## config.mk

```make
export PLATFORM = sky130hd
export DESIGN_NAME = iomem_initiator_flat
export DESIGN_NICKNAME = d
export VERILOG_FILES = /design/src/rtl/iomem_pkg.sv /design/src/rtl/iomem_initiator_if.sv /design/src/rtl/iomem_timeout_ctr.sv /design/src/rtl/iomem_initiator.sv /design/src/flat_wrapper.sv
export SDC_FILE = /design/constraint.sdc
export NUM_CORES = 1
export LEC_CHECK = 0
export BUFFER_PORTS_ARGS = -buffer_cell sky130_fd_sc_hd__buf_4
export CORE_UTILIZATION = 30
export DETAILED_ROUTE_END_ITERATION = 7
export PLACE_DENSITY = 0.56
export SYNTH_ARGS = -nofsm -noshare
export SYNTH_HDL_FRONTEND = slang
export SYNTH_HIERARCHICAL = 1
export SYNTH_SLANG_ARGS = --single-unit
```

## constraint.sdc

```tcl
create_clock -name clk -period 5.8 [get_ports clk]
set_input_delay 0.58 -clock clk [delete_from_list [all_inputs] [get_ports clk]]
set_output_delay 0.58 -clock clk [all_outputs]
set_load 0.01 [all_outputs]
```

## src/rtl/iomem_pkg.sv

```systemverilog
// Shared definitions for the iomem initiator: bus widths and the transfer FSM state encoding.
package iomem_pkg;

    localparam int unsigned IOMEM_AW = 32;
    localparam int unsigned IOMEM_DW = 32;
    localparam int unsigned IOMEM_SW = 4;

    typedef enum logic [1:0] {
        ST_IDLE,
        ST_BUS,
        ST_RESP
    } iomem_state_e;

endpackage

```

## src/rtl/iomem_initiator_if.sv

```systemverilog
// Command/response interface and iomem bus interface.
// Modports are written from the point of view of the initiator: slave takes commands, master drives the bus.
interface iomem_cmd_if;
    import iomem_pkg::*;

    logic                cmd_valid;
    logic                cmd_ready;
    logic [IOMEM_AW-1:0] cmd_addr;
    logic [IOMEM_DW-1:0] cmd_wdata;
    logic [IOMEM_SW-1:0] cmd_wstrb;
    logic                rsp_valid;
    logic                rsp_ready;
    logic [IOMEM_DW-1:0] rsp_rdata;
    logic                rsp_err;

    modport master (
        output cmd_valid, cmd_addr, cmd_wdata, cmd_wstrb, rsp_ready,
        input  cmd_ready, rsp_valid, rsp_rdata, rsp_err
    );

    modport slave (
        input  cmd_valid, cmd_addr, cmd_wdata, cmd_wstrb, rsp_ready,
        output cmd_ready, rsp_valid, rsp_rdata, rsp_err
    );
endinterface

interface iomem_bus_if;
    import iomem_pkg::*;

    logic                iomem_valid;
    logic                iomem_ready;
    logic [IOMEM_AW-1:0] iomem_addr;
    logic [IOMEM_DW-1:0] iomem_wdata;
    logic [IOMEM_SW-1:0] iomem_wstrb;
    logic [IOMEM_DW-1:0] iomem_rdata;

    modport master (
        output iomem_valid, iomem_addr, iomem_wdata, iomem_wstrb,
        input  iomem_ready, iomem_rdata
    );

    modport slave (
        input  iomem_valid, iomem_addr, iomem_wdata, iomem_wstrb,
        output iomem_ready, iomem_rdata
    );
endinterface

```

## src/rtl/iomem_timeout_ctr.sv

```systemverilog
// Bus-phase watchdog: counts cycles while enabled, asserts expired on the
// cycle in which the count would reach LIMIT.
module iomem_timeout_ctr #(
    parameter int unsigned LIMIT = 255
) (
    input  logic clk,
    input  logic rst,
    input  logic clear,
    input  logic enable,
    output logic expired
);

    localparam logic [15:0] LAST = 16'(LIMIT - 1);

    logic [15:0] cnt_q, cnt_d;

    always_comb begin
        cnt_d = cnt_q;
        if (clear) begin
            cnt_d = '0;
        end else if (enable) begin
            cnt_d = cnt_q + 16'd1;
        end
    end

    always_ff @(posedge clk or posedge rst) begin
        if (rst) begin
            cnt_q <= '0;
        end else begin
            cnt_q <= cnt_d;
        end
    end

    // Fires during the LIMIT-th waiting cycle so valid is high for exactly LIMIT cycles.
    assign expired = enable && (cnt_q == LAST);

endmodule

```

## src/rtl/iomem_initiator.sv

```systemverilog
// Single-outstanding iomem bus initiator: accepts one command, runs it on the
// bus with a timeout, and holds the response until it is consumed.
module iomem_initiator
    import iomem_pkg::*;
#(
    parameter int unsigned TIMEOUT_CYCLES = 255
) (
    input  logic            clk,
    input  logic            rst,
    iomem_cmd_if.slave      cmd,
    iomem_bus_if.master     bus,
    output logic            busy
);

    iomem_state_e        state_q, state_d;
    logic [IOMEM_AW-1:0] addr_q, addr_d;
    logic [IOMEM_DW-1:0] wdata_q, wdata_d;
    logic [IOMEM_SW-1:0] wstrb_q, wstrb_d;
    logic [IOMEM_DW-1:0] rdata_q, rdata_d;
    logic                err_q, err_d;

    logic tmo_clear;
    logic tmo_enable;
    logic tmo_expired;

    assign tmo_clear  = (state_q != ST_BUS);
    assign tmo_enable = (state_q == ST_BUS) && !bus.iomem_ready;

    iomem_timeout_ctr #(
        .LIMIT (TIMEOUT_CYCLES)
    ) u_timeout (
        .clk     (clk),
        .rst     (rst),
        .clear   (tmo_clear),
        .enable  (tmo_enable),
        .expired (tmo_expired)
    );

    always_comb begin
        state_d = state_q;
        addr_d  = addr_q;
        wdata_d = wdata_q;
        wstrb_d = wstrb_q;
        rdata_d = rdata_q;
        err_d   = err_q;
        unique case (state_q)
            ST_IDLE: begin
                if (cmd.cmd_valid) begin
                    addr_d  = cmd.cmd_addr;
                    wdata_d = cmd.cmd_wdata;
                    wstrb_d = cmd.cmd_wstrb;
                    state_d = ST_BUS;
                end
            end
            ST_BUS: begin
                // Completion wins over a timeout landing in the same cycle.
                if (bus.iomem_ready) begin
                    rdata_d = (wstrb_q == '0) ? bus.iomem_rdata : '0;
                    err_d   = 1'b0;
                    state_d = ST_RESP;
                end else if (tmo_expired) begin
                    rdata_d = '0;
                    err_d   = 1'b1;
                    state_d = ST_RESP;
                end
            end
            ST_RESP: begin
                if (cmd.rsp_ready) begin
                    state_d = ST_IDLE;
                end
            end
            default: state_d = ST_IDLE;
        endcase
    end

    always_ff @(posedge clk or posedge rst) begin
        if (rst) begin
            state_q <= ST_IDLE;
            addr_q  <= '0;
            wdata_q <= '0;
            wstrb_q <= '0;
            rdata_q <= '0;
            err_q   <= 1'b0;
        end else begin
            state_q <= state_d;
            addr_q  <= addr_d;
            wdata_q <= wdata_d;
            wstrb_q <= wstrb_d;
            rdata_q <= rdata_d;
            err_q   <= err_d;
        end
    end

    assign cmd.cmd_ready   = (state_q == ST_IDLE) && !rst;
    assign cmd.rsp_valid   = (state_q == ST_RESP);
    assign cmd.rsp_rdata   = rdata_q;
    assign cmd.rsp_err     = err_q;
    assign bus.iomem_valid = (state_q == ST_BUS);
    assign bus.iomem_addr  = addr_q;
    assign bus.iomem_wdata = wdata_q;
    assign bus.iomem_wstrb = wstrb_q;
    assign busy            = (state_q != ST_IDLE);

endmodule

```

## src/flat_wrapper.sv

```systemverilog
// flat-port wrapper written by rule: the top's interface ports become plain ports
module iomem_initiator_flat import iomem_pkg::*;
#(
    parameter int unsigned TIMEOUT_CYCLES = 255
)
  (clk, rst, busy, cmd_cmd_valid, cmd_cmd_addr, cmd_cmd_wdata, cmd_cmd_wstrb, cmd_rsp_ready, cmd_cmd_ready, cmd_rsp_valid, cmd_rsp_rdata, cmd_rsp_err, bus_iomem_valid, bus_iomem_addr, bus_iomem_wdata, bus_iomem_wstrb, bus_iomem_ready, bus_iomem_rdata);
  iomem_cmd_if cmd_i ();
  iomem_bus_if bus_i ();
  input  logic clk;
  input  logic rst;
  output logic busy;
  input wire logic [$bits(cmd_i.cmd_valid)-1:0] cmd_cmd_valid;
  input wire logic [$bits(cmd_i.cmd_addr)-1:0] cmd_cmd_addr;
  input wire logic [$bits(cmd_i.cmd_wdata)-1:0] cmd_cmd_wdata;
  input wire logic [$bits(cmd_i.cmd_wstrb)-1:0] cmd_cmd_wstrb;
  input wire logic [$bits(cmd_i.rsp_ready)-1:0] cmd_rsp_ready;
  output wire logic [$bits(cmd_i.cmd_ready)-1:0] cmd_cmd_ready;
  output wire logic [$bits(cmd_i.rsp_valid)-1:0] cmd_rsp_valid;
  output wire logic [$bits(cmd_i.rsp_rdata)-1:0] cmd_rsp_rdata;
  output wire logic [$bits(cmd_i.rsp_err)-1:0] cmd_rsp_err;
  output wire logic [$bits(bus_i.iomem_valid)-1:0] bus_iomem_valid;
  output wire logic [$bits(bus_i.iomem_addr)-1:0] bus_iomem_addr;
  output wire logic [$bits(bus_i.iomem_wdata)-1:0] bus_iomem_wdata;
  output wire logic [$bits(bus_i.iomem_wstrb)-1:0] bus_iomem_wstrb;
  input wire logic [$bits(bus_i.iomem_ready)-1:0] bus_iomem_ready;
  input wire logic [$bits(bus_i.iomem_rdata)-1:0] bus_iomem_rdata;
  assign cmd_i.cmd_valid = cmd_cmd_valid;
  assign cmd_i.cmd_addr = cmd_cmd_addr;
  assign cmd_i.cmd_wdata = cmd_cmd_wdata;
  assign cmd_i.cmd_wstrb = cmd_cmd_wstrb;
  assign cmd_i.rsp_ready = cmd_rsp_ready;
  assign cmd_cmd_ready = cmd_i.cmd_ready;
  assign cmd_rsp_valid = cmd_i.rsp_valid;
  assign cmd_rsp_rdata = cmd_i.rsp_rdata;
  assign cmd_rsp_err = cmd_i.rsp_err;
  assign bus_iomem_valid = bus_i.iomem_valid;
  assign bus_iomem_addr = bus_i.iomem_addr;
  assign bus_iomem_wdata = bus_i.iomem_wdata;
  assign bus_iomem_wstrb = bus_i.iomem_wstrb;
  assign bus_i.iomem_ready = bus_iomem_ready;
  assign bus_i.iomem_rdata = bus_iomem_rdata;
  iomem_initiator #(.TIMEOUT_CYCLES(TIMEOUT_CYCLES)) u_core (.clk(clk), .rst(rst), .cmd(cmd_i), .bus(bus_i), .busy(busy));
endmodule
```

======== Word-level counts from Yosys, hierarchy flattened ========
Cells that the tools add are included.
cells by class
  muxes and demuxes ....................... 12
  equal/unequal tests ..................... 7
  add/sub/neg operators ................... 1
  reduce and logical (&&, ||, !) cells .... 13
operators with widths
  kind                   count
  $mux 32                3
  $mux 16                2
  $add 16x1->16 const B  1
  $eq 16x8->1 const B    1
  $mux 2                 4
  $pmux 2 s3             1
  $reduce_bool 2->1      3
  $logic_not 4->1        1
  $ne 2x2->1 const B     2
  $reduce_and 2->1       2
  $logic_and 1x1->1      3
  $ne 3x1->1 const B     1
  $reduce_and 3->1       1
  $eq 2x1->1 const B     1
  $eq 2x2->1 const B     1
  $logic_not 1->1        2
  $logic_not 2->1        1
  $mux 1                 2
  $ne 2x1->1 const B     1
word-level totals
  input port bits ......................... 105
  output and inout port bits .............. 105
  bits in registers ....................... 119
  logic and storage cells ................. 40

======== Logic depth before layout (Yosys ltp) ========
Gate-level depths: netlist of run 1.
  depth in word-level cells ............... 6
  depth in mapped cells ................... 9
  depth with buffers taken out ............ 7

======== Modules after synthesis ========
The synthesis of run 1 kept the hierarchy.
modules (own cells, without submodules)
  module             instances  cells each  area each (um^2)  seq. area each (um^2)
  iomem_initiator    1          234         3913.8            2577.5
  iomem_timeout_ctr  1          88          850.8             400.4

======== Worst setup path before layout of run 1 ========
Ideal clock, no wire load.
  path type ............................... reg2reg
  from .................................... reg u_core.state_q[1]
  to ...................................... reg u_core.rdata_q[10] (netlist: u_core/cmd.rsp_rdata[10])
  setup time .............................. 0.121 ns
  path buffers ............................ 2
  cell stages (with the launch flop) ...... 10
  period minus slack after synthesis ...... 2.135 ns
  path slack .............................. 3.665 ns
  data required time ...................... 5.679 ns
  arrival ................................. 2.014 ns
  cell sequence ........................... dfrtp_1 nor2b_2 inv_1 nor2_1 buf_2 nand3_1 nor4_1 o21ai_1 buf_2 a22o_1
on the way
  word-level cells in the longest chain between the ends .. 5
ends and longest elaborated chain
  what                          line                     source
  start: declaration            iomem_initiator.sv:15    iomem_state_e state_q, state_d;
  start signal: assignment      iomem_initiator.sv:85    state_q <= state_d;
  $eq 2x1->1                    n/a
  named net bus_iomem_valid     flat_wrapper.sv:21       output wire logic [$bits(bus_i.iomem_valid)-1:0] bus_iomem_valid;
  $logic_and 1x1->1             iomem_initiator.sv:27    assign tmo_enable = (state_q == ST_BUS) && !bus.iomem_ready;
  named net u_core.tmo_enable   iomem_initiator.sv:23    logic tmo_enable;
  $logic_and 1x1->1             iomem_timeout_ctr.sv:35  assign expired = enable && (cnt_q == LAST);
  named net u_core.tmo_expired  iomem_initiator.sv:24    logic tmo_expired;
  $reduce_bool 2->1 (no line)   n/a
  $reduce_and 2->1 (no line)    n/a
  end signal: assignment        iomem_initiator.sv:89    rdata_q <= rdata_d;
  end: declaration              iomem_initiator.sv:19    logic [IOMEM_DW-1:0] rdata_q, rdata_d;
The timed path passes the listed nets, and every way through them passes these cells.
A chain may end at the register's enable or synchronous reset.

======== Worst setup path after layout of run 1 ========
  from .................................... reg u_core.state_q[1]
  to ...................................... reg u_core.rdata_q[11] (netlist: u_core/cmd.rsp_rdata[11])
on the way
  word-level cells in the longest chain between the ends .. 5
ends and longest elaborated chain
  what                          line
  $eq 2x1->1                    iomem_initiator.sv:27
  $logic_and 1x1->1             iomem_initiator.sv:27
  named net u_core.tmo_enable   iomem_initiator.sv:23
  $logic_and 1x1->1             iomem_timeout_ctr.sv:35
  named net u_core.tmo_expired  iomem_initiator.sv:24
  $reduce_bool 2->1 (no line)   n/a
  $reduce_and 2->1 (no line)    n/a
The timed path passes the listed nets, and every way through them passes these cells.

==> results of run 1 <==
synthesized netlist by cell type, types with 2 or more instances:
library cell / n
sky130_fd_sc_hd__a21oi_1: 7
sky130_fd_sc_hd__a22o_1: 32
sky130_fd_sc_hd__a31o_2: 2
sky130_fd_sc_hd__and3_1: 2
sky130_fd_sc_hd__buf_12: 2
sky130_fd_sc_hd__buf_2: 9
sky130_fd_sc_hd__buf_4: 4
sky130_fd_sc_hd__dfrtp_1: 119
sky130_fd_sc_hd__ha_1: 2
sky130_fd_sc_hd__inv_1: 11
sky130_fd_sc_hd__mux2_2: 48
sky130_fd_sc_hd__mux2_4: 20
sky130_fd_sc_hd__nand2_1: 3
sky130_fd_sc_hd__nand3_1: 3
sky130_fd_sc_hd__nand4_1: 4
sky130_fd_sc_hd__nor2_1: 13
sky130_fd_sc_hd__nor3_1: 2
sky130_fd_sc_hd__nor4_1: 5
sky130_fd_sc_hd__o211ai_1: 2
sky130_fd_sc_hd__o21ai_0: 5
sky130_fd_sc_hd__or3_1: 2
sky130_fd_sc_hd__xnor2_1: 6
sky130_fd_sc_hd__xor2_1: 4
power breakdown:
| part | total [mW] | internal (mW) | switching [mW] | leakage (nW) |
|---|---|---|---|---|
| clock | 1.09 | 0.738 | 0.356 | 0.301 |
| sequential | 1.32 | 1.14 | 0.179 | 1.50 |
| combinational | 1.31 | 0.774 | 0.536 | 1.65 |
| total | 3.72 | 2.65 | 1.07 | 3.45 |
state kept, by name (all words and copies together), names as in the netlist:
name                    flops
u_core/bus.iomem_addr      32
u_core/state_q              2
u_core/bus.iomem_wdata     32
u_core/bus.iomem_wstrb      4
u_core/cmd.rsp_rdata       32
u_core/cmd.rsp_err          1
u_core/u_timeout/cnt_q     16
cells by family after synthesis:
| logic type | synth area share |
|---|---|
| flip-flops | 0.625 |
| multiplexers | 0.176 |
| AO/OA/AOI/OAI | 0.0848 |
| AND/OR/NAND/NOR | 0.0541 |
| buffers and inverters | 0.0360 |
| XOR/XNOR | 0.0184 |
| adder cells (fa/ha/maj) | 0.00525 |
final timing paths:
path	from	to	slack, ps	depth (start not counted)
worst max-delay path	u_core/state_q[1]	u_core/cmd.rsp_rdata[11]	2750	8
worst min-delay path	rst	u_core/cmd.rsp_err	240	2
worst max register to register	u_core/state_q[1]	u_core/cmd.rsp_rdata[11]	2750	8
worst min register to register	u_core/cmd.rsp_rdata[9]	u_core/cmd.rsp_rdata[9]	510	1
max in group asynchronous	rst	u_core/bus.iomem_addr[5]	4390	3
min in group clk	cmd_rsp_ready	u_core/state_q[1]	360	2
critical path: stages, from the launching register on:
cell and delay [ps]:
sky130_fd_sc_hd__dfrtp_1 400, sky130_fd_sc_hd__nor2b_2 230, sky130_fd_sc_hd__inv_1 320, sky130_fd_sc_hd__nor2_1 600, sky130_fd_sc_hd__nand3_1 150, sky130_fd_sc_hd__nor4_1 500
sky130_fd_sc_hd__o21ai_2 170, sky130_fd_sc_hd__buf_4 260, sky130_fd_sc_hd__a22o_1 280
routing by layer:
metal / track usage / share of wire / vias up
met1: 0.171 / 0.41 / 1698
li1: - / - / 1593
met2: 0.238 / 0.48 / 153
met3: 0.0559 / 0.082 / 14
met4: 0.0720 / 0.022 / 0
met5: 0 / 0 / -
per-stage QoR:
stage | hold WS, ps | std cells | setup WS (ps) | instance area, um^2
final | 238 | 760 | 2750 | 7110
after global routing | 274 | 760 | 2390 | 7110
after CTS | 240 | 760 | 2710 | 7110
after detailed placement | 493 | 728 | 2770 | 6500
after global placement | 489 | 728 | 2880 | 6500
after floorplan | 494 | 322 | 2520 | 4760
area by class of cell:
| type | count | area, um^2 | area share |
|---|---|---|---|
| flip-flops and latches | 119 | 2980 | 0.419 |
| multi-input cells | 175 | 1620 | 0.228 |
| repair buffers | 212 | 1590 | 0.224 |
| clock buffers | 23 | 468 | 0.0658 |
| well taps | 211 | 264 | 0.0371 |
| clock inverters | 9 | 148 | 0.0208 |
| inverters | 11 | 43.8 | 0.00616 |
==> metrics.sh, run 1 <==
HOLDBUFCOUNTCTS=0
POST-CTS-SETUP-BUFFERS=0
SYN_NETS=429
UNIQUE_MASTERS_POST_SYNTH=38
PLACEMENT_ROWS=45
MIN_PATH_TYPE='in2async'
NUMBER_OF_CLOCK_SINKS_SEEN_BY_CTS=119
CP-START-KIND='flip-flop'
CLK_ROOT_BUFFER_CELL='sky130_fd_sc_hd__clkbuf_16'
GPL.FINAL_WEIGHTED_CONGESTION=0.777
IO-PIN-COUNT=210
WIRE_LENGTH_OF_THE_FIRST_GLOBAL_ROUTING_PASS_UM=18400
FINAL_CORE_UTIL=0.463
YS_DOMINANT_REG_CELL='sky130_fd_sc_hd__dfrtp_1'
POST-SYNTH-TOP-AREA-CELL='sky130_fd_sc_hd__dfrtp_1'
CRITICALPATHCATEGORY='reg2reg'
CTS.HTREE.LEVELS=4
CTSLONGESTPATHBUFFERS=2
IRDROPWORSTVDD_V=0.000254
NUM_ANTENNA_CELLS=0
SETUP_VIOL=0
VIAS_IN_THE_FIRST_GLOBAL_ROUTE=3662
WORST-PATH-MAX-FANOUT=29
TIMING.FINAL.CRIT_SHARE=0.525
ROUTED-VIA-COUNT=3458
SYN2LAYOUT_AREA_GROWTH_PCT=49.3
LAYOUT.CELLS.MOST_COMMON='sky130_fd_sc_hd__buf_4'
POST_CTS_RESIZED=0
DIE_HEIGHT_UM=128
RSZ0062_AT_GRT='false'
FIN_SETUP_TNS_PS=0
FINAL_HOLD_VIOL_COUNT=0
TIGHTESTPINTRANSITION_PS=1130
POWERDENSITY_nW_PER_UM2=523
SYNTH_EDF_COUNT=0
DRTANTENNAVIOLNETS=0
DRIVE_ABOVE_1_SHARE=0.579
SYNTH.CELL_AREA_UM2=4760
GRT-OVFL-TOTAL=0
RUN_STATUS='complete, no violations'
POST_SYNTH_INST_COUNT=322
YOSYSWARNINGS=6
ROUTE.FINAL.WIRE_LENGTH_UM=11400
MAXCAPVIOLCOUNT=0
FINALCLOCKSKEW_PS=10.5
FILLER_CELL_COUNT=1424
CLK_TRANSITION_REPORTED_PATHS_PS=60
INITIAL_ANTENNA_VIOLATION_COUNT=0
GRT_USE_TOTAL=0.147
POWER.LEAKAGE_nW=3.45
SYNTH-SEQ-CELLS=119
CTS_BUFFERS=17
LEADING_CELL_TYPES_IN_THE_LAYOUT_FILL_AND_TAPS_EXCLUDED='sky130_fd_sc_hd__buf_4, sky130_fd_sc_hd__dfrtp_1, sky130_fd_sc_hd__mux2_2'
FINAL.MIN_CLOCK_PERIOD_PS=3050
PLACEABLECOREAREA_UM2=15400
CRIT_PATH_END_KIND='flip-flop'
PORT_BUFFERS=209
DIE-AREA_UM2=16400
YS_ASYNC_SR_FRACTION=1.00
DESIGN.FINAL.NETS=643
DP.FINAL_HPWL_UM=7920
ROUTE.DETAILED.VIAS_PER_INST=4.55
POST_DRT_WL_PER_CELL_UM=15.0
INITIAL_UTILIZATION=0.310
WORST-ENDPOINT-REQUIRED_PS=6090
DRC=0
CTS_TREE='done'
POST_SYNTH.CELL_AREA_AVG_UM2=14.8
DIE-WIDTH_UM=128
SLEW_VIOLATIONS=0
TOTAL_CHIP_POWER_mW=3.72
DR.PASS1.ITERS=4
FMAXACHIEVABLE_GHz=0.328
SYNTH_TOP_AREA_SHARE=0.625
CLK-INSERTION-DELAY-LATE_PS=410
RELSLEWSLACK=0.244
MAXIMUM_NUMBER_OF_PINS_ON_ONE_NET_BEFORE_GLOBAL_ROUTE_REPAIR=69
WORST-ENDPOINT-ARRIVAL_PS=3330
DRTITER0DRC=124
SYNTHTOPCELLSBYAREA='sky130_fd_sc_hd__dfrtp_1, sky130_fd_sc_hd__mux2_2, sky130_fd_sc_hd__mux2_4'
POST_SYNTHESIS_SEQUENTIAL_AREA_RATIO=0.625
Power figures use the tool's default switching activity.
==> run 2: changes to the inputs <==
Settings changed: PLACE_DENSITY 0.56 to 0.58.
Clock period 5.8 ns to 2.55 ns, I/O delays scaled along.
==> metrics.sh, run 2 (synthesized netlist as in run 1, its figures left out) <==
TIGHTESTPINTRANSITION_PS=690
WORST_HOLD_SLACK_PS=33.4
PLACEMENT_ROWS=45
CLK_TRANSITION_REPORTED_PATHS_PS=50
FILLER_CELL_COUNT=1398
CRITICALPATHCATEGORY='reg2reg'
POST-PLACE-WS_PS=410
DRIVE_ABOVE_1_SHARE=0.590
GPL.FINAL_WEIGHTED_CONGESTION=0.734
ROUTE.FINAL.WIRE_LENGTH_UM=11600
GLOBALROUTEMET3UTIL=0.0601
HOLD_PATH_STARTPOINT='cmd_rsp_ready'
POWER.LEAKAGE_nW=3.49
PORT_BUFFERS=209
ROUTE.DETAILED.VIAS_PER_INST=4.54
TIMING.RR.START='u_core/u_timeout/cnt_q[0]'
POST_CTS_RESIZED=0
NUM_ANTENNA_CELLS=0
POST_DRT_WL_PER_CELL_UM=15.1
MAXIMUM_NUMBER_OF_PINS_ON_ONE_NET_BEFORE_GLOBAL_ROUTE_REPAIR=55
MIN_PATH_TYPE='in2reg'
SYN2LAYOUT_AREA_GROWTH_PCT=50.9
LEADING_CELL_TYPES_IN_THE_LAYOUT_FILL_AND_TAPS_EXCLUDED='sky130_fd_sc_hd__buf_4, sky130_fd_sc_hd__dfrtp_1, sky130_fd_sc_hd__mux2_2'
DRC=0
PLACEABLECOREAREA_UM2=15400
WORST-R2R-CELL-COUNT=9
VIAS_IN_THE_FIRST_GLOBAL_ROUTE=3734
DR.PASS1.ITERS=4
RSZ0062_AT_GRT='false'
FINAL_CELL_AREA_UM2=7190
LAYOUT.CELLS.MOST_COMMON='sky130_fd_sc_hd__buf_4'
INITIAL_ANTENNA_VIOLATION_COUNT=0
DIE-WIDTH_UM=128
RELSLEWSLACK=0.540
CTSLONGESTPATHBUFFERS=2
DRTANTENNAVIOLNETS=0
MIN_PATH_CELLS=2
DRTITER0DRC=109
ROUTED-VIA-COUNT=3488
POST-CTS-SETUP-BUFFERS=0
GRT_USE_TOTAL=0.147
CP-START-KIND='flip-flop'
SETUP_VIOL=0
FINALCLOCKSKEW_PS=7.88
WORST-ENDPOINT-REQUIRED_PS=2840
WIRE_LENGTH_OF_THE_FIRST_GLOBAL_ROUTING_PASS_UM=18600
FINAL_HOLD_VIOL_COUNT=0
FINAL.MIN_CLOCK_PERIOD_PS=2170
IRDROPWORSTVDD_V=0.000647
CTS.HTREE.LEVELS=4
CRITPATHLAUNCH='u_core/u_timeout/cnt_q[0]'
TIMING.FINAL.CRIT_SHARE=0.851
POWERDENSITY_nW_PER_UM2=1190
DP.FINAL_HPWL_UM=8220
MULTI_INPUT_COMB_AREA_UM2=1620
GRT-OVFL-TOTAL=0
FMAXACHIEVABLE_GHz=0.461
CTS_TREE='done'
CRITICAL_PATH.REG2REG.ENDPOINT='u_core/cmd.rsp_rdata[25]'
GRT_BUSIEST_LAYER='met2'
FINAL.SETUP.WORST_SLACK_PS=380
GR-USAGE-MET2=0.249
POST_DP_CELL_AREA_UM2=6560
CTS_BUFFERS=17
MAXCAPVIOLCOUNT=0
HOLDBUFCOUNTCTS=1
INITIAL_UTILIZATION=0.310
FIN_SETUP_TNS_PS=0
IO-PIN-COUNT=210
HOLD_PATH_END='u_core/state_q[1]'
RUN_STATUS='complete, no violations'
WORST-ENDPOINT-ARRIVAL_PS=2460
SLEW_VIOLATIONS=0
GLOBALROUTEMET1UTIL=0.167
CLK_ROOT_BUFFER_CELL='sky130_fd_sc_hd__clkbuf_16'
CRIT_PATH_END_KIND='flip-flop'
DIE-AREA_UM2=16400
DIE_HEIGHT_UM=128
WORST-PATH-MAX-FANOUT=33
SEQ_CELL_AREA_UM2=2980
FF2FF_SETUP_SLACK_PS=380
NUMBER_OF_CLOCK_SINKS_SEEN_BY_CTS=119
DESIGN.FINAL.NETS=652
CLK-INSERTION-DELAY-LATE_PS=410
run 2: changes by cell type in the layout (fill, tap and decap cells not counted):
cell,before,now
sky130_fd_sc_hd__buf_4,212,220
sky130_fd_sc_hd__clkbuf_1,4,1
sky130_fd_sc_hd__clkbuf_8,2,1
sky130_fd_sc_hd__clkinv_2,4,5
sky130_fd_sc_hd__clkinv_4,0,1
sky130_fd_sc_hd__clkinvlp_4,1,3
sky130_fd_sc_hd__dlygate4sd3_1,0,1
sky130_fd_sc_hd__inv_4,1,0
sky130_fd_sc_hd__inv_6,0,1
run 2: worst max-delay path by stage:
stage / endpoint / slack (ps) / cells after the start
after floorplan: u_core/cmd.rsp_rdata[10] / 410 / 9
after global placement: u_core/cmd.rsp_rdata[26] / 470 / 9
after detailed placement: u_core/cmd.rsp_rdata[25] / 410 / 9
after CTS: u_core/cmd.rsp_rdata[25] / 380 / 9
after global routing: u_core/cmd.rsp_rdata[7] / 160 / 9
final: u_core/cmd.rsp_rdata[25] / 380 / 9
run 2: through the flow:
step / std cells / util / power, mW
6_report: 769 / 0.468 / 8.53
5_1_grt: 769 / 0.468 / 9.01
4_1_cts: 769 / 0.468 / 8.67
3_5_place_dp: 736 / 0.427 / 6.11
3_3_place_gp: 736 / 0.427 / 6.03
2_1_floorplan: 322 / - / 4.61
run 2: cell type report:
type                            count  area share
Clock buffer                       19      0.0616
Clock inverter                     13      0.0247
Inverter                           11     0.00627
Multi-Input combinational cell    175       0.225
Sequential cell                   119       0.414
Tap cell                          211      0.0367
Timing Repair Buffer              221       0.231
run 2: power by group:
group          leakage [nW]  internal, mW  switching, mW  total (mW)
sequential             1.50          2.59          0.399        2.99
combinational          1.69          1.79           1.25        3.04
clock                 0.303          1.65          0.844        2.50
total                  3.49          6.04           2.50        8.53
run 2: per-layer routing:
metal	wire, um	vias up
met3	1060	8
met4	123	0
li1	-	1610
met2	5730	156
met1	4660	1714
met5	0	-
run 2: critical path: stages (launching register included):
cell and delay, ps:
sky130_fd_sc_hd__dfrtp_1 420, sky130_fd_sc_hd__inv_1 80, sky130_fd_sc_hd__ha_1 140, sky130_fd_sc_hd__nor4b_1 290, sky130_fd_sc_hd__nand3_1 120, sky130_fd_sc_hd__nor4_1 250, sky130_fd_sc_hd__buf_4 180, sky130_fd_sc_hd__o21ai_2 50
sky130_fd_sc_hd__buf_4 250, sky130_fd_sc_hd__a22o_1 280
==> run 3: changes to the inputs <==
Settings changed: CAP_MARGIN set to 25, CELL_PAD_IN_SITES_DETAIL_PLACEMENT set to 1, CELL_PAD_IN_SITES_GLOBAL_PLACEMENT set to 2, CORE_UTILIZATION 30 to 27, PLACE_DENSITY 0.58 to 0.76.
==> metrics.sh, run 3 (synthesized netlist as in run 1, its figures left out) <==
MIN_PATH_CELLS=2
WORST_HOLD_SLACK_PS=60.9
RUN_STATUS='complete, no violations'
DRIVE_ABOVE_1_SHARE=0.590
POST_DRT_WL_PER_CELL_UM=17.4
DRTITER0DRC=86
GR-USAGE-MET2=0.277
ROUTE.FINAL.WIRE_LENGTH_UM=13700
GPL.FINAL_WEIGHTED_CONGESTION=0.733
HOLD_PATH_STARTPOINT='cmd_rsp_ready'
INITIAL_UTILIZATION=0.276
CLK_ROOT_BUFFER_CELL='sky130_fd_sc_hd__clkbuf_16'
FINAL_CELLS=786
MIN_PATH_TYPE='in2reg'
PROPORTION_OF_POWER_DRAWN_BY_FLIP_FLOPS_AND_LATCHES=0.346
FINALCLOCKSKEW_PS=6.89
COMB_POWER_SHARE=0.366
ROUTED-VIA-COUNT=3589
CTS_TREE='done'
RSZ0062_AT_GRT='false'
FIN_SETUP_TNS_PS=0
DIE-WIDTH_UM=135
POWER.SWITCHING_mW=2.57
POWER.LEAKAGE_nW=3.53
PLACEMENT_ROWS=48
NUM_ANTENNA_CELLS=0
FINAL_CELL_AREA_UM2=7270
POST_DP_CELL_AREA_UM2=6640
CLK_TRANSITION_REPORTED_PATHS_PS=50
INITIAL_ANTENNA_VIOLATION_COUNT=0
MULTI_INPUT_COMB_AREA_UM2=1620
GLOBALROUTEMET3UTIL=0.0578
WORST-PATH-MAX-FANOUT=9
WORST-R2R-CELL-COUNT=7
SETUP_VIOL=0
TIMING.FINAL.CRIT_SHARE=0.873
FINAL_HOLD_VIOL_COUNT=0
FMAXACHIEVABLE_GHz=0.449
MAXIMUM_NUMBER_OF_PINS_ON_ONE_NET_BEFORE_GLOBAL_ROUTE_REPAIR=104
SWITCHING_SHARE=0.295
DR.PASS1.ITERS=4
PORT_BUFFERS=209
TIGHTESTPINTRANSITION_PS=686
SLEW_VIOLATIONS=0
PLACEDCELLCOUNT=753
NUMBER_OF_CLOCK_SINKS_SEEN_BY_CTS=119
PWR-SHARE-CLK=0.288
RELSLEWSLACK=0.542
LEADING_CELL_TYPES_IN_THE_LAYOUT_FILL_AND_TAPS_EXCLUDED='sky130_fd_sc_hd__buf_4, sky130_fd_sc_hd__dfrtp_1, sky130_fd_sc_hd__mux2_2'
CP-START-KIND='flip-flop'
DIE-AREA_UM2=18200
PLACEABLECOREAREA_UM2=17200
POWERDENSITY_nW_PER_UM2=1200
GRT-OVFL-TOTAL=0
WORST-ENDPOINT-REQUIRED_PS=2880
INTERNAL-POWER_mW=6.13
DRC=0
CTSLONGESTPATHBUFFERS=2
CLK-INSERTION-DELAY-LATE_PS=410
POST-CTS-SETUP-BUFFERS=0
CTS_BUFFERS=17
TIMING.RR.START='u_core/state_q[0]'
IO-PIN-COUNT=210
GRT_BUSIEST_LAYER='met2'
CTS.HTREE.LEVELS=4
DRTANTENNAVIOLNETS=0
CRITICALPATHCATEGORY='reg2reg'
ROUTE.DETAILED.VIAS_PER_INST=4.57
DESIGN.FINAL.NETS=655
DP.FINAL_HPWL_UM=9940
FILLER_CELL_COUNT=1826
CRIT_PATH_END_KIND='flip-flop'
FINAL.MIN_CLOCK_PERIOD_PS=2230
HOLD_PATH_END='u_core/state_q[1]'
GRT_USE_TOTAL=0.162
FINAL_CORE_UTIL=0.422
FF2FF_SETUP_SLACK_PS=320
IRDROPWORSTVDD_V=0.000581
SEQ_CELL_AREA_UM2=2980
WORST-ENDPOINT-ARRIVAL_PS=2550
VIAS_IN_THE_FIRST_GLOBAL_ROUTE=4011
POST_CTS_RESIZED=0
LAYOUT.CELLS.MOST_COMMON='sky130_fd_sc_hd__buf_4'
SYN2LAYOUT_AREA_GROWTH_PCT=52.7
DIE_HEIGHT_UM=135
CRITICAL_PATH.REG2REG.ENDPOINT='u_core/u_timeout/cnt_q[14]'
GLOBALROUTEMET1UTIL=0.179
WIRE_LENGTH_OF_THE_FIRST_GLOBAL_ROUTING_PASS_UM=22000
MAXCAPVIOLCOUNT=0
run 3: cell count changes in the layout (fill, tap and decap cells not counted), sizes merged:
cell / change
buf: +3
bufinv: -1
clkbuf: +6
clkinv: -2
clkinvlp: -2
inv: -1
run 3: layout make-up:
class,instances,share of cell area
Clock buffer,25,0.0709
Clock inverter,7,0.0157
Inverter,11,0.00619
Multi-Input combinational cell,175,0.223
Sequential cell,119,0.409
Tap cell,225,0.0387
Timing Repair Buffer,224,0.237
run 3: metal layers:
metal  wire length, um  vias up  part of all wire
met2              6970      166              0.51
met1              5230     1790              0.38
met3              1180       19             0.086
li1                  -     1614                 -
met4               292        0             0.021
met5                 0        -                 0
run 3: critical path, cell delays in order, from the launching register on:
cell and delay [ps]:
sky130_fd_sc_hd__dfrtp_1 390, sky130_fd_sc_hd__nor2b_2 160, sky130_fd_sc_hd__inv_1 210, sky130_fd_sc_hd__buf_4 210
sky130_fd_sc_hd__o21ai_0 130, sky130_fd_sc_hd__or4_4 520, sky130_fd_sc_hd__or3_1 360, sky130_fd_sc_hd__a21oi_1 170
run 3: how the worst max path moves through the flow:
stage | from | endpoint | slack [ps] | depth (start not counted)
floorplan | u_core/state_q[1] | u_core/cmd.rsp_rdata[10] | 410 | 9
global placement | u_core/state_q[0] | u_core/u_timeout/cnt_q[14] | 440 | 7
detailed placement | u_core/state_q[0] | u_core/u_timeout/cnt_q[14] | 370 | 7
CTS | u_core/state_q[0] | u_core/u_timeout/cnt_q[14] | 320 | 7
global route | u_core/state_q[1] | u_core/cmd.rsp_rdata[14] | 200 | 9
finish | u_core/state_q[0] | u_core/u_timeout/cnt_q[14] | 320 | 7
run 3: power by group through the flow:
stage,sequential [mW],clock [mW],combinational [mW]
4_1_cts,3.03,2.57,3.24
2_1_floorplan,3.30,0,1.32
3_5_place_dp,3.03,0,3.23
5_1_grt,3.12,2.65,3.43
6_report,3.01,2.50,3.18
3_3_place_gp,3.00,0,3.15
run 3: repair_timing:
action,in CTS,in global routing
setup endpoints to repair,0,0
hold buffers,1,0
endpoints found under the hold margin,16,0
run 3: stage by stage:
stage                     total power, mW  worst slack [ps]
after global placement               6.15               444
after floorplan                      4.61               415
after global routing                 9.20               203
after detailed placement             6.26               374
final                                8.70               324
after CTS                            8.84               322
